==> src/rtl/alu_pkg.sv <==
// alu_pkg: shared widths, instruction field positions, ALU opcodes and the decoded-field record
package alu_pkg;
  localparam int IW = 19;
  localparam int DW = 8;
  localparam int S_POS = 18;
  localparam int U_POS = 17;
  localparam int ACODE_LSB = 14;
  localparam int SCODE_LSB = 12;
  localparam int RD_LSB = 9;
  localparam int RS_LSB = 6;
  localparam int RT_LSB = 3;
  localparam int SHAMT_LSB = 0;
  typedef enum logic [2:0] {
    ADD = 3'b000, ADC = 3'b001, SUB = 3'b010, SBC = 3'b011,
    AND = 3'b100, OR = 3'b101, XOR = 3'b110, NAND = 3'b111
  } acode_e;
  typedef enum logic [1:0] {SHL = 2'b00, SAR = 2'b01, ROL = 2'b10, ROR = 2'b11} scode_e;
  typedef struct packed {
    logic       s;
    logic       u;
    logic [2:0] acode;
    logic [1:0] scode;
    logic [2:0] rd;
    logic [2:0] rs;
    logic [2:0] rt;
    logic [2:0] shamt;
  } dec_t;
endpackage

==> src/rtl/hazard_unit.sv <==
// hazard_unit: RAW check of the offered instruction's sources against the ops held in D and W
module hazard_unit (
  input  logic [2:0] rs_i,
  input  logic [2:0] rt_i,
  input  logic       use_rt_i,
  input  logic       d_valid_i,
  input  logic [2:0] d_rd_i,
  input  logic       w_we_i,
  input  logic [2:0] w_rd_i,
  output logic       ready_o
);
  logic rs_hit, rt_hit;
  assign rs_hit = rs_i != '0 && ((d_valid_i && rs_i == d_rd_i) || (w_we_i && rs_i == w_rd_i));
  assign rt_hit = use_rt_i && rt_i != '0 && ((d_valid_i && rt_i == d_rd_i) || (w_we_i && rt_i == w_rd_i));
  assign ready_o = !(rs_hit || rt_hit);
endmodule

==> src/rtl/alu_decode.sv <==
// alu_decode: decode/issue stage D, flag register and writeback stage W around the 8-bit ALU
module alu_decode
  import alu_pkg::*;
(
  input  logic          clk,
  input  logic          rst,
  input  logic          instr_valid,
  input  logic [IW-1:0] instr,
  output logic          instr_ready,
  output logic          d_valid,
  output logic          is_shift,
  output logic          update_z_c,
  output logic [1:0]    scode,
  output logic [2:0]    acode,
  output logic          carry_in,
  output logic [2:0]    rs,
  output logic [2:0]    rt,
  output logic          b_sel,
  output logic [DW-1:0] b_imm,
  input  logic [DW-1:0] alu_r,
  input  logic          alu_zero,
  input  logic          alu_carry,
  output logic          w_valid,
  output logic          w_we,
  output logic [2:0]    w_rd,
  output logic [DW-1:0] w_data,
  output logic          z_flag,
  output logic          c_flag
);
  dec_t ins, d_q, d_d;
  logic d_valid_q, d_valid_d, accept;
  logic w_valid_q, w_valid_d, w_we_q, w_we_d;
  logic [2:0] w_rd_q, w_rd_d;
  logic [DW-1:0] w_data_q, w_data_d;
  logic z_q, z_d, c_q, c_d, flag_upd, c_upd;
  always_comb begin
    ins.s = instr[S_POS];
    ins.u = instr[U_POS];
    ins.acode = instr[ACODE_LSB +: 3];
    ins.scode = instr[SCODE_LSB +: 2];
    ins.rd = instr[RD_LSB +: 3];
    ins.rs = instr[RS_LSB +: 3];
    ins.rt = instr[RT_LSB +: 3];
    ins.shamt = instr[SHAMT_LSB +: 3];
  end
  hazard_unit u_hazard (
    .rs_i      (ins.rs),
    .rt_i      (ins.rt),
    .use_rt_i  (!ins.s),
    .d_valid_i (d_valid_q),
    .d_rd_i    (d_q.rd),
    .w_we_i    (w_we_q),
    .w_rd_i    (w_rd_q),
    .ready_o   (instr_ready)
  );
  assign accept = instr_valid && instr_ready;
  // Carry survives logic ops and shift-by-0; only Z follows every flag-updating op
  always_comb begin
    d_d = accept ? ins : d_q;
    d_valid_d = accept;
    w_valid_d = d_valid_q;
    w_we_d = d_valid_q && d_q.rd != '0;
    w_rd_d = d_q.rd;
    w_data_d = alu_r;
    flag_upd = d_valid_q && d_q.u;
    c_upd = flag_upd && (d_q.s ? d_q.shamt != '0 : !d_q.acode[2]);
    z_d = flag_upd ? alu_zero : z_q;
    c_d = c_upd ? alu_carry : c_q;
  end
  always_ff @(posedge clk) begin
    if (rst) begin
      d_q <= '0;
      d_valid_q <= 1'b0;
      w_valid_q <= 1'b0;
      w_we_q <= 1'b0;
      w_rd_q <= '0;
      w_data_q <= '0;
      z_q <= 1'b0;
      c_q <= 1'b0;
    end else begin
      d_q <= d_d;
      d_valid_q <= d_valid_d;
      w_valid_q <= w_valid_d;
      w_we_q <= w_we_d;
      w_rd_q <= w_rd_d;
      w_data_q <= w_data_d;
      z_q <= z_d;
      c_q <= c_d;
    end
  end
  assign d_valid = d_valid_q;
  assign is_shift = d_q.s;
  assign update_z_c = d_q.u;
  assign scode = d_q.scode;
  assign acode = d_q.acode;
  assign rs = d_q.rs;
  assign rt = d_q.rt;
  assign b_sel = d_q.s;
  assign b_imm = {{(DW-3){1'b0}}, d_q.shamt};
  assign carry_in = c_q;
  assign w_valid = w_valid_q;
  assign w_we = w_we_q;
  assign w_rd = w_rd_q;
  assign w_data = w_data_q;
  assign z_flag = z_q;
  assign c_flag = c_q;
endmodule

==> config.mk <==
export PLATFORM = sky130hd
export DESIGN_NAME = alu_decode
export DESIGN_NICKNAME = d
export VERILOG_FILES = /design/src/rtl/alu_pkg.sv /design/src/rtl/hazard_unit.sv /design/src/rtl/alu_decode.sv
export SDC_FILE = /design/constraint.sdc
export NUM_CORES = 1
export LEC_CHECK = 0
export CELL_PAD_IN_SITES_DETAIL_PLACEMENT = 0
export CELL_PAD_IN_SITES_GLOBAL_PLACEMENT = 1
export CORE_ASPECT_RATIO = 1.1
export CORE_UTILIZATION = 25
export DETAILED_ROUTE_END_ITERATION = 6
export HOLD_SLACK_MARGIN = 0.06
export PLACE_DENSITY = 0.8
export SYNTH_ARGS = -nofsm -noshare
export SYNTH_HDL_FRONTEND = slang
export SYNTH_HIERARCHICAL = 1
export SYNTH_SLANG_ARGS = --single-unit
export TNS_END_PERCENT = 20
==> constraint.sdc <==
create_clock -name clk -period 1.4 [get_ports clk]
set_input_delay 0.28 -clock clk [delete_from_list [all_inputs] [get_ports clk]]
set_output_delay 0.28 -clock clk [all_outputs]
set_load 0.01 [all_outputs]
; ---- Yosys cells after proc, flatten, opt, wreduce, memory -nomap -nowiden
; Index checks and enable logic that the tools add are counted.
; Widths: inputs -> output; s select.
[op_classes]
n_eq_ne = 4
n_mux = 1
reduce_logical = 21
[ops]
columns = cell, n
row1 = $eq 3x3->1, 4
row2 = $reduce_bool 3->1, 4
row3 = $logic_and 1x1->1, 11
row4 = $logic_not 1->1, 3
row5 = $logic_or 1x1->1, 3
row6 = $mux 1, 1
[word_totals]
reg_bits = 35
output_inout_bits = 40
elab_cells = 41

; ---- Depth between registers and ports, before layout
; Gate-level depths: netlist (run 1).
[depth]
depth_word = 7
ltp_mapped = 9

; ---- Cells and area by module
; Netlist (run 1), hierarchy kept.
[modules_own_cells]
columns = mod, instances, cells_each, area_per_inst_um2
row1 = alu_decode, 1, 128, 1216.2
row2 = hazard_unit, 1, 21, 156.4

; ---- Worst setup path after synthesis (run 1)
; No wires, ideal clock.
[synth_timing]
kind = reg-to-reg
startpoint = reg w_rd_q[1], in the netlist w_rd[1]
endpoint = reg d_q, in the netlist b_sel
setup_time_ns = 0.118
arrival_time_ns = 1.400
t_required_ns = 1.282
slack_ns = -0.118
path_stages_with_launch = 10
n_path_buf = 2
synth_period_minus_slack_ns = 1.518
cell_sequence = dfxtp_1 -> xnor2_1 -> nand4_1 -> a21oi_1 -> nor2_1 -> and2_2 -> buf_6 -> buf_6 -> nand2_1 -> a21oi_2
[synth_between]
elab_chain_cells = 7
word_cells_on_any_way = 11
cone_classes = 2 x eq/ne / 9 x reduce/logical
[synth_lines]
columns = element, line_no
row1 = start: declaration, alu_decode.sv:33  ; logic [2:0] w_rd_q, w_rd_d;
row2 = start signal: assignment, alu_decode.sv:85  ; w_rd_q <= w_rd_d;
row3 = $eq 3x3->1 (on tied branches), "hazard_unit.sv:13, hazard_unit.sv:14"
row4 = $logic_and 1x1->1 (on tied branches), "hazard_unit.sv:13, hazard_unit.sv:14"
row5 = $logic_or 1x1->1 (on tied branches), "hazard_unit.sv:13, hazard_unit.sv:14"
row6 = $logic_and 1x1->1 (on tied branches), "hazard_unit.sv:13, hazard_unit.sv:14"
row7 = $logic_or 1x1->1 (*), hazard_unit.sv:15  ; assign ready_o = !(rs_hit || rt_hit);
row8 = $logic_not 1->1 (*), hazard_unit.sv:15
row9 = via instr_ready, alu_decode.sv:9  ; output logic instr_ready,
row10 = $logic_and 1x1->1 (*), alu_decode.sv:56  ; assign accept = instr_valid && instr_ready;
row11 = end signal: assignment, alu_decode.sv:72  ; d_q <= '0;
row12 = end signal: assignment, alu_decode.sv:81  ; d_q <= d_d;
row13 = end: declaration, alu_decode.sv:30  ; dec_t ins, d_q, d_d;
; The timed path passes the listed nets; every way through them passes the cells marked *.
; A chain may end at the register's enable or synchronous reset.

; ---- Final worst setup path (run 1)
[layout_timing]
startpoint = in instr[7]
endpoint = out instr_ready
[layout_between]
elab_chain_cells = 6
word_cells_on_any_way = 9
cone_classes = 2 x eq/ne / 7 x reduce/logical
[layout_lines]
columns = element, line_no
row1 = start: declaration, alu_decode.sv:8  ; input logic [IW-1:0] instr,
row2 = $eq 3x3->1, hazard_unit.sv:13  ; assign rs_hit = rs_i != '0 && ((d_valid_i && rs_i == d_rd_i) || (w_we_i && rs_i == w_rd_i));
row3 = $logic_and 1x1->1, hazard_unit.sv:13
row4 = $logic_or 1x1->1, hazard_unit.sv:13
row5 = $logic_and 1x1->1 (*), hazard_unit.sv:13
row6 = $logic_or 1x1->1 (*), hazard_unit.sv:15
row7 = $logic_not 1->1 (*), hazard_unit.sv:15
row8 = end: declaration, alu_decode.sv:9
; Every way passes the cells marked *; elsewhere a longest branch is shown, timed or not.

==> results_dict.tcl, run 1 <==
set metrics [dict create \
    dp.cells 288 \
    tritoncts "yes" \
    drtIter0Drc 49 \
    period_share_pct 111 \
    ant_nets 0 \
    grtUsageTotal_pct 12.7 \
    synthArstFlopShare_pct 0 \
    min_from "instr[5]" \
    insertion_delay_ns 0.29 \
    status "finished with violations" \
    violations "negative setup slack" \
    die_area_um2 5790 \
    fin_util_pct 44.4 \
    grt_pass1_wl_um 5490 \
    final_common_cell "dlygate4sd2_1" \
    pwr-share-comb_pct 18.7 \
    dr.pass1.iters 4 \
    min_path_cells 3 \
    cts_max_path_buffers 2 \
    tns_ns -0.262 \
    critPathKind "input pin to output port" \
    grt_overflow 0 \
    cts_buffers 5 \
    cp.arrival_ns 1.27 \
    r2r.worst_path.cells 8 \
    yosysTopAreaCell "dfxtp_1" \
    cts_root_buf "clkbuf_8" \
    hold_viol 0 \
    clkTransAtPathRegs_ns 0.06 \
    antenna_found_initial 0 \
    place_congestion 0.774 \
    cp_max_fo 4 \
    max_freq_ghz 0.644 \
    layout_common_cells "dlygate4sd2_1 (36), nand2_1 (34), dfxtp_1 (26), clkdlybuf4s50_1 (25), nor2b_1 (12)" \
    yosysTopAreaCellShare_pct 51.0 \
    required_ns 1.12 \
    synth.distinct_cells 24 \
    rows 27 \
    io_pins 72 \
    wirelength_um 3460 \
    dp_hpwl_um 2450 \
    p_int_mw 1.76 \
    avgSynthCellArea_um2 9.21 \
    design_area_um2 2280 \
    setup_violations 4 \
    hold_class "input pin to flop" \
    vias 1227 \
    final_cell_count_no_fill 296 \
    synth_edf_count 0 \
    rsz0062_at_grt "true" \
    synth-main-ff-cell "dfxtp_1" \
    port_buffers 66 \
    rr_startpoint "w_rd[1]" \
    worst-r2r-setup-slack_ns -0.04 \
    cts_max_level 2 \
    core-area_um2 5130 \
    drc 0 \
    ys_warn_count 6 \
    p_leak_nw 1.00 \
    p_per_area_nw_per_um2 1020 \
    period_needed_ns 1.55 \
    num-nets-final 255 \
    fin_ws_ns -0.153 \
    p_switching_mw 0.579 \
    hold_end "rt[2]" \
    via_per_inst 4.15 \
    clockPowerShare_pct 34.1 \
    swShare_pct 24.8 \
    place_area_um2 2170 \
    peakVddDrop_v 0.000403 \
    layout-drive-gt1-share_pct 22.3 \
    clkSinkCount 35 \
    grt_max_degree 19 \
    p_total_mw 2.34 \
    ys_seq_area_share_pct 51.0 \
    worst_setup_path_start_kind "input pin" \
    p_seq_share_pct 47.2 \
    cp-end-kind "output port" \
    fin_skew_ns 0.00582 \
    netlist_instances 149 \
    initial_core_util_pct 26.7 \
    routedWlPerCell_um 11.7 \
    die_h_um 79.7 \
    syn-cell-area_um2 1370 \
    timing.rr.end "w_rd_d[2]" \
    area_growth_pct 66.0 \
    cap_viol_max_count 0 \
    grt_pass1_vias 1158 \
    drv_slew 0 \
    die_width_um 72.7 \
    antennaDiodeCount 0 \
    synth_area_leaders "dfxtp_1 (51%), nand2_1 (9.6%), xnor2_1 (7.7%), a21oi_1 (6.6%), nor2b_1 (5.5%)" \
    synth_seq_cells 35 \
]
[how the worst max path moves through the flow]
| stage | from | to | slack, ns | cells past startpoint |
|---|---|---|---|---|
| CTS | w_rd[0] | instr_ready | -0.15 | 5 |
| global placement | instr[7] | instr_ready | -0.73 | 6 |
| floorplan | w_rd[0] | acode[0] | -0.002 | 9 |
| global route | w_rd_d[0] | instr_ready | -0.22 | 5 |
| detailed placement | instr[7] | instr_ready | -0.75 | 6 |
| finish | instr[7] | instr_ready | -0.15 | 6 |
[layout make-up]
cell class,count,area [um^2]
repair buffers,77,717
fillers,545,2860
well taps,72,90.1
multi-input cells,103,648
clock buffers,8,100
inverters,1,3.75
flip-flops and latches,35,719
[power by group through the flow]
stage / combinational [mW] / sequential [mW] / clock, mW
6_report: 0.437 / 1.10 / 0.796
3_5_place_dp: 0.465 / 1.12 / 0
4_1_cts: 0.432 / 1.10 / 0.823
5_1_grt: 0.477 / 1.11 / 0.881
3_3_place_gp: 0.463 / 1.12 / 0
2_1_floorplan: 0.181 / 1.15 / 0
[worst max-delay path, cell delays in order]
cell and delay [ns]:
dlygate4sd2_1 0.31, xnor2_2 0.19, nand4_1 0.13, a21oi_2 0.16, nor2_2 0.06, buf_2 0.13
[through the flow]
| step | hold slack (ns) | setup WS (ns) |
|---|---|---|
| 2_1_floorplan | 0.353 | -0.00179 |
| 3_3_place_gp | 0.443 | -0.730 |
| 3_5_place_dp | 0.446 | -0.754 |
| 4_1_cts | 0.424 | -0.149 |
| 5_1_grt | 0.442 | -0.217 |
| 6_report | 0.426 | -0.153 |
[sequential cells by signal, indices dropped and copies added (netlist names), 2 cells and up]
register  cells
w_rd_d        3
acode         3
rs            3
rt            3
b_imm         3
w_data        8
w_rd          3
scode         2
[synth_stat cells (all sizes together), types with 2 or more instances]
| master | count |
|---|---|
| xnor2 | 12 |
| o22a | 3 |
| nand2 | 35 |
| nand4 | 4 |
| nor3 | 2 |
| nand2b | 2 |
| dfxtp | 35 |
| nor2 | 2 |
| nor2b | 13 |
| a21oi | 19 |
| buf | 14 |
[cells by family after synthesis]
family                 share of synthesized area [%]
flip-flops                                      51.0
buffers and inverters                           7.75
multiplexers                                   0.729
XOR/XNOR                                        7.66
AND/OR/NAND/NOR                                 22.2
other                                          0.273
AO/OA/AOI/OAI                                   10.3
[metal layers]
metal	routed length (um)	up-vias	part of all wire, %	track usage (%)
met2	1660	42	48	20.3
met4	40	0	1.2	4.12
met3	257	6	7.4	5.56
met5	0	-	0	0
met1	1500	555	43	15.2
li1	-	624	-	-
[timing repair]
item	CTS	global route
endpoints found under the setup margin	54	22
pin swaps	4	4
endpoints found under the hold margin	0	0
resized for setup	51	8
setup buffers	0	0
gates cloned	0	0
hold buffers	0	0
(Power assumes the default switching activity.)
==> run 2, diff against run 1 <==
--- a/config.mk
+++ b/config.mk
@@ -7,7 +7,7 @@
 export LEC_CHECK = 0
 export CELL_PAD_IN_SITES_DETAIL_PLACEMENT = 0
 export CELL_PAD_IN_SITES_GLOBAL_PLACEMENT = 1
-export CORE_ASPECT_RATIO = 1.1
+export CORE_ASPECT_RATIO = 0.9
 export CORE_UTILIZATION = 25
 export DETAILED_ROUTE_END_ITERATION = 6
 export HOLD_SLACK_MARGIN = 0.06
==> results_dict.tcl, run 2 (synthesis gave the netlist of run 1 again) <==
set metrics [dict create \
    crit_buf_inv 2 \
    grt_overflow 0 \
    critPathTopFamily "buffers and inverters" \
    post_cts_buffers 0 \
    status "finished with violations" \
    area_growth_pct 65.8 \
    clockPowerShare_pct 33.7 \
    grt_pass1_wl_um 5350 \
    peakVddDrop_v 0.000610 \
    ant_nets 0 \
    p_int_mw 1.76 \
    slowest_stage "dlygate4sd2_1" \
    insertion_delay_ns 0.27 \
    final_cell_count_no_fill 292 \
    period_share_pct 110 \
    fin_skew_ns 0.00198 \
    p_seq_share_pct 47.6 \
    grtUsageTotal_pct 12.3 \
    cp.arrival_ns 1.26 \
    cts_buffers 5 \
    critical-path-max-stage-delay_ns 0.31 \
    hold_class "input pin to flop" \
    worst_setup_path_start_kind "input pin" \
    die_area_um2 5790 \
    tritoncts "yes" \
    layout-drive-gt1-share_pct 22.2 \
    nFillCells 551 \
    initial_core_util_pct 26.1 \
    period_needed_ns 1.54 \
    cts_max_level 2 \
    swShare_pct 24.2 \
    dr.pass1.iters 4 \
    fin_util_pct 43.3 \
    die_width_um 80.1 \
    setup_violations 1 \
    path_cells "dlygate4sd2_1 > xnor2_1 > nand4_1 > a21oi_2 > nor2_2 > buf_2" \
    cts_max_path_buffers 2 \
    rows 25 \
    grt_pass1_vias 1116 \
    rsz0062_at_grt "true" \
    cp_max_fo 4 \
    core-area_um2 5260 \
    cts-hold-fix-buffers 0 \
    multi_input_area_um2 641 \
    wirelength_um 3410 \
    fin_ws_ns -0.135 \
    place_congestion 0.738 \
    clkSinkCount 35 \
    layout_common_cells "dlygate4sd2_1 (36), nand2_1 (31), dfxtp_1 (27), clkdlybuf4s50_1 (25), nor2b_1 (12)" \
    pwr-share-comb_pct 18.8 \
    worst-r2r-setup-slack_ns 0.02 \
    p_per_area_nw_per_um2 1020 \
    dp_hpwl_um 2590 \
    layout.area.seq_um2 721 \
    routedWlPerCell_um 11.7 \
    critPathKind "input pin to output port" \
    dp.cells 284 \
    clkTransAtPathRegs_ns 0.07 \
    antennaDiodeCount 0 \
    p_switching_mw 0.562 \
    grt_max_degree 19 \
    antenna_found_initial 0 \
    port_buffers 66 \
    max_freq_ghz 0.651 \
    io_pins 72 \
    cap_viol_max_count 0 \
    die_h_um 72.3 \
    num-nets-final 256 \
    required_ns 1.12 \
    violations "negative setup slack" \
    p_leak_nw 1.02 \
    drtIter0Drc 20 \
    drc 0 \
    vias 1210 \
    cts_root_buf "clkbuf_8" \
    drv_slew 0 \
    hold_viol 0 \
    final_common_cell "dlygate4sd2_1" \
    cp-end-kind "output port" \
    largest_reg_flops 8 \
    via_per_inst 4.14 \
]
## run 2: area by class of cell
| class | count | share of cell area, % |
|---|---|---|
| multi-input combinational | 103 | 28.1 |
| tap | 67 | 3.68 |
| inverter | 1 | 0.165 |
| clock buffer | 8 | 4.40 |
| sequential | 35 | 31.7 |
| timing repair buffer | 78 | 31.9 |
## run 2: what timing repair did
item,in CTS,in global routing
endpoints found under the hold margin,0,0
resized for setup,46,15
pin swaps,6,7
endpoints found under the setup margin,54,22
## run 2: routing by layer
metal / global-route usage (%) / vias up / wire length (um)
met3: 4.91 / 0 / 261
met4: 2.98 / 0 / 0
met2: 18.5 / 38 / 1590
li1: - / 626 / -
met1: 16.5 / 546 / 1570
met5: 0 / - / 0
## run 2: through the flow
stage	TNS [ns]	hold WS [ns]	instance area [um^2]	total power, mW	worst slack [ns]
final	-0.135	0.333	2280	2.32	-0.135
after global routing	-1.44	0.333	2280	2.46	-0.222
after CTS	-0.325	0.454	2230	2.35	-0.150
after detailed placement	-11.62	0.447	2170	1.59	-0.744
after global placement	-11.13	0.442	2170	1.59	-0.730
after floorplan	-0.0161	0.353	1420	1.33	-0.00179
## run 2: power by group through the flow
stage	Clock (mW)	Combinational, mW	Sequential (mW)
after floorplan	0	0.181	1.15
after global placement	0	0.463	1.13
after detailed placement	0	0.467	1.13
after CTS	0.824	0.428	1.10
after global routing	0.868	0.476	1.11
final	0.780	0.435	1.10
## run 2: tightest hold or removal path, delay by kind of cell
family | cells | cell delay [ns]
buf+inv | 1 | 0.15
compound gates | 1 | 0.05
simple gates | 1 | 0.08
## run 2: worst paths after layout
path / from / end / depth (start not counted)
max reg2reg: w_rd[1] / rs[2] / 7
min reg2reg: rs[1] / rs[1] / 2
min: instr[4] / rt[1] / 3
max: instr[7] / instr_ready / 6
==> run 3, diff against run 2 <==
--- a/config.mk
+++ b/config.mk
@@ -12,6 +12,7 @@
 export DETAILED_ROUTE_END_ITERATION = 6
 export HOLD_SLACK_MARGIN = 0.06
 export PLACE_DENSITY = 0.8
+export REMOVE_ABC_BUFFERS = 1
 export SYNTH_ARGS = -nofsm -noshare
 export SYNTH_HDL_FRONTEND = slang
 export SYNTH_HIERARCHICAL = 1
==> results_dict.tcl, run 3 (synthesis gave the netlist of run 1 again) <==
set metrics [dict create \
    status "finished with violations" \
    violations "negative setup slack" \
    port_buffers 66 \
    vias 1254 \
    rows 25 \
    drc 0 \
    path_cells "xnor2_2 > nand4_1 > a21oi_2 > nor2_2 > buf_2" \
    period_needed_ns 1.59 \
    cts_max_path_buffers 2 \
    timing.rr.end "w_rd_d[0]" \
    drv_slew 0 \
    p_total_mw 2.36 \
    final_common_cell "dlygate4sd2_1" \
    drtIter0Drc 26 \
    num-nets-final 258 \
    required_ns 1.12 \
    die_area_um2 5790 \
    wirelength_um 3570 \
    p_per_area_nw_per_um2 1020 \
    critical-path-max-stage-delay_ns 0.37 \
    grt_pass1_vias 1132 \
    finalHoldWorstSlack_ns 0.454 \
    cp_max_fo 3 \
    slowest_stage "dfxtp_4" \
    peakVddDrop_v 0.000402 \
    crit_path_end "instr_ready" \
    cts-hold-fix-buffers 0 \
    layout-drive-gt1-share_pct 26.4 \
    fin_ws_ns -0.188 \
    place_congestion 0.787 \
    dp_hpwl_um 2510 \
    initial_core_util_pct 26.1 \
    grt_max_degree 28 \
    antennaDiodeCount 0 \
    clkTransAtPathRegs_ns 0.07 \
    area_growth_pct 69.6 \
    cp.arrival_ns 1.31 \
    layout_common_cells "dlygate4sd2_1 (37), nand2_1 (26), dfxtp_1 (26), clkdlybuf4s50_1 (25)" \
    cp-startpoint "w_rd[0]" \
    setup_violations 20 \
    tritoncts "yes" \
    dr.pass1.iters 4 \
    cap_viol_max_count 0 \
    io_pins 72 \
    antenna_found_initial 0 \
    min_path_cells 2 \
    clkSinkCount 35 \
    critPathKind "flop to output port" \
    max_freq_ghz 0.630 \
    worst-r2r-setup-slack_ns -0.17 \
    pre_cts_slack_ns -0.785 \
    hold_viol 0 \
    hold_class "flop to flop" \
    worst_setup_path_start_kind "flop" \
    via_per_inst 4.27 \
    cts_max_level 2 \
    cp-end-kind "output port" \
    routedWlPerCell_um 12.1 \
    cts_buffers 5 \
    die_h_um 72.3 \
    rr_startpoint "w_rd[0]" \
    p_leak_nw 1.02 \
    cts_root_buf "clkbuf_8" \
    largest_reg_flops 8 \
    die_width_um 80.1 \
    insertion_delay_ns 0.28 \
    r2r.worst_path.cells 9 \
    rsz0062_at_grt "true" \
    grt_pass1_wl_um 5600 \
    ant_nets 0 \
    nFillCells 553 \
    core-area_um2 5260 \
    fin_util_pct 44.3 \
    period_share_pct 113 \
    grt_overflow 0 \
    grtUsageTotal_pct 13.0 \
    fin_skew_ns 0.00387 \
]
run 3: changes by cell type in the layout (fill, tap and decap cells not counted), moves of 2 or more:
cell and change:
xnor2_1 -2, buf_4 +2, xnor2_2 +2, nand2_1 -5
nand2_2 +4, dlymetal6s2s_1 -2
run 3: how the worst min path moves through the flow:
stage                     slack [ns]  startpoint        to
final                           0.45       rt[2]     rt[2]
after global routing            0.47    scode[0]  scode[0]
after CTS                       0.46       rt[0]     rt[0]
after detailed placement        0.45    acode[1]  acode[1]
after global placement          0.44       rs[0]     rs[0]
after floorplan                 0.34         rst     b_sel
run 3: worst max-delay path: cells and delay by family (launching register included):
kind	cells	cell delay, ns
AOI/OAI and AO/OA	1	0.19
xor gates and xnor gates	1	0.13
buffers and inverters	1	0.14
DFF	1	0.37
and+or+nand+nor	2	0.19
run 3: power by group:
part	internal, mW	total, mW	switching, mW
registers	1.06	1.11	0.0506
clock network	0.449	0.796	0.347
logic	0.265	0.458	0.194
run 3: per-stage QoR:
stage	setup TNS [ns]	instance area, um^2	cells
global route	-3.88	2330	294
global placement	-12.98	2120	282
finish	-2.04	2330	294
CTS	-1.50	2280	292
detailed placement	-13.18	2120	282
floorplan	-3.66	1280	139
run 3: layout make-up:
| type | count | area [um^2] | share of cell area (%) |
|---|---|---|---|
| Inverter | 1 | 3.75 | 0.161 |
| Clock buffer | 8 | 100 | 4.30 |
| Tap cell | 67 | 83.8 | 3.60 |
| Sequential cell | 35 | 724 | 31.1 |
| Timing Repair Buffer | 80 | 747 | 32.1 |
| Multi-Input combinational cell | 103 | 669 | 28.7 |
run 3: metal layers:
metal	track usage (%)	vias up	part of all wire, %
li1	-	627	-
met1	17.5	574	47
met2	19.5	47	46
met3	4.78	6	6.4
met4	3.57	0	0.84
met5	0	-	0
run 3: what timing repair did:
action / CTS / global route
buffers inserted: 2 / 3
endpoints found under the setup margin: 55 / 23
resized for setup: 78 / 8
endpoints found under the hold margin: 0 / 0
pin swaps: 35 / 5
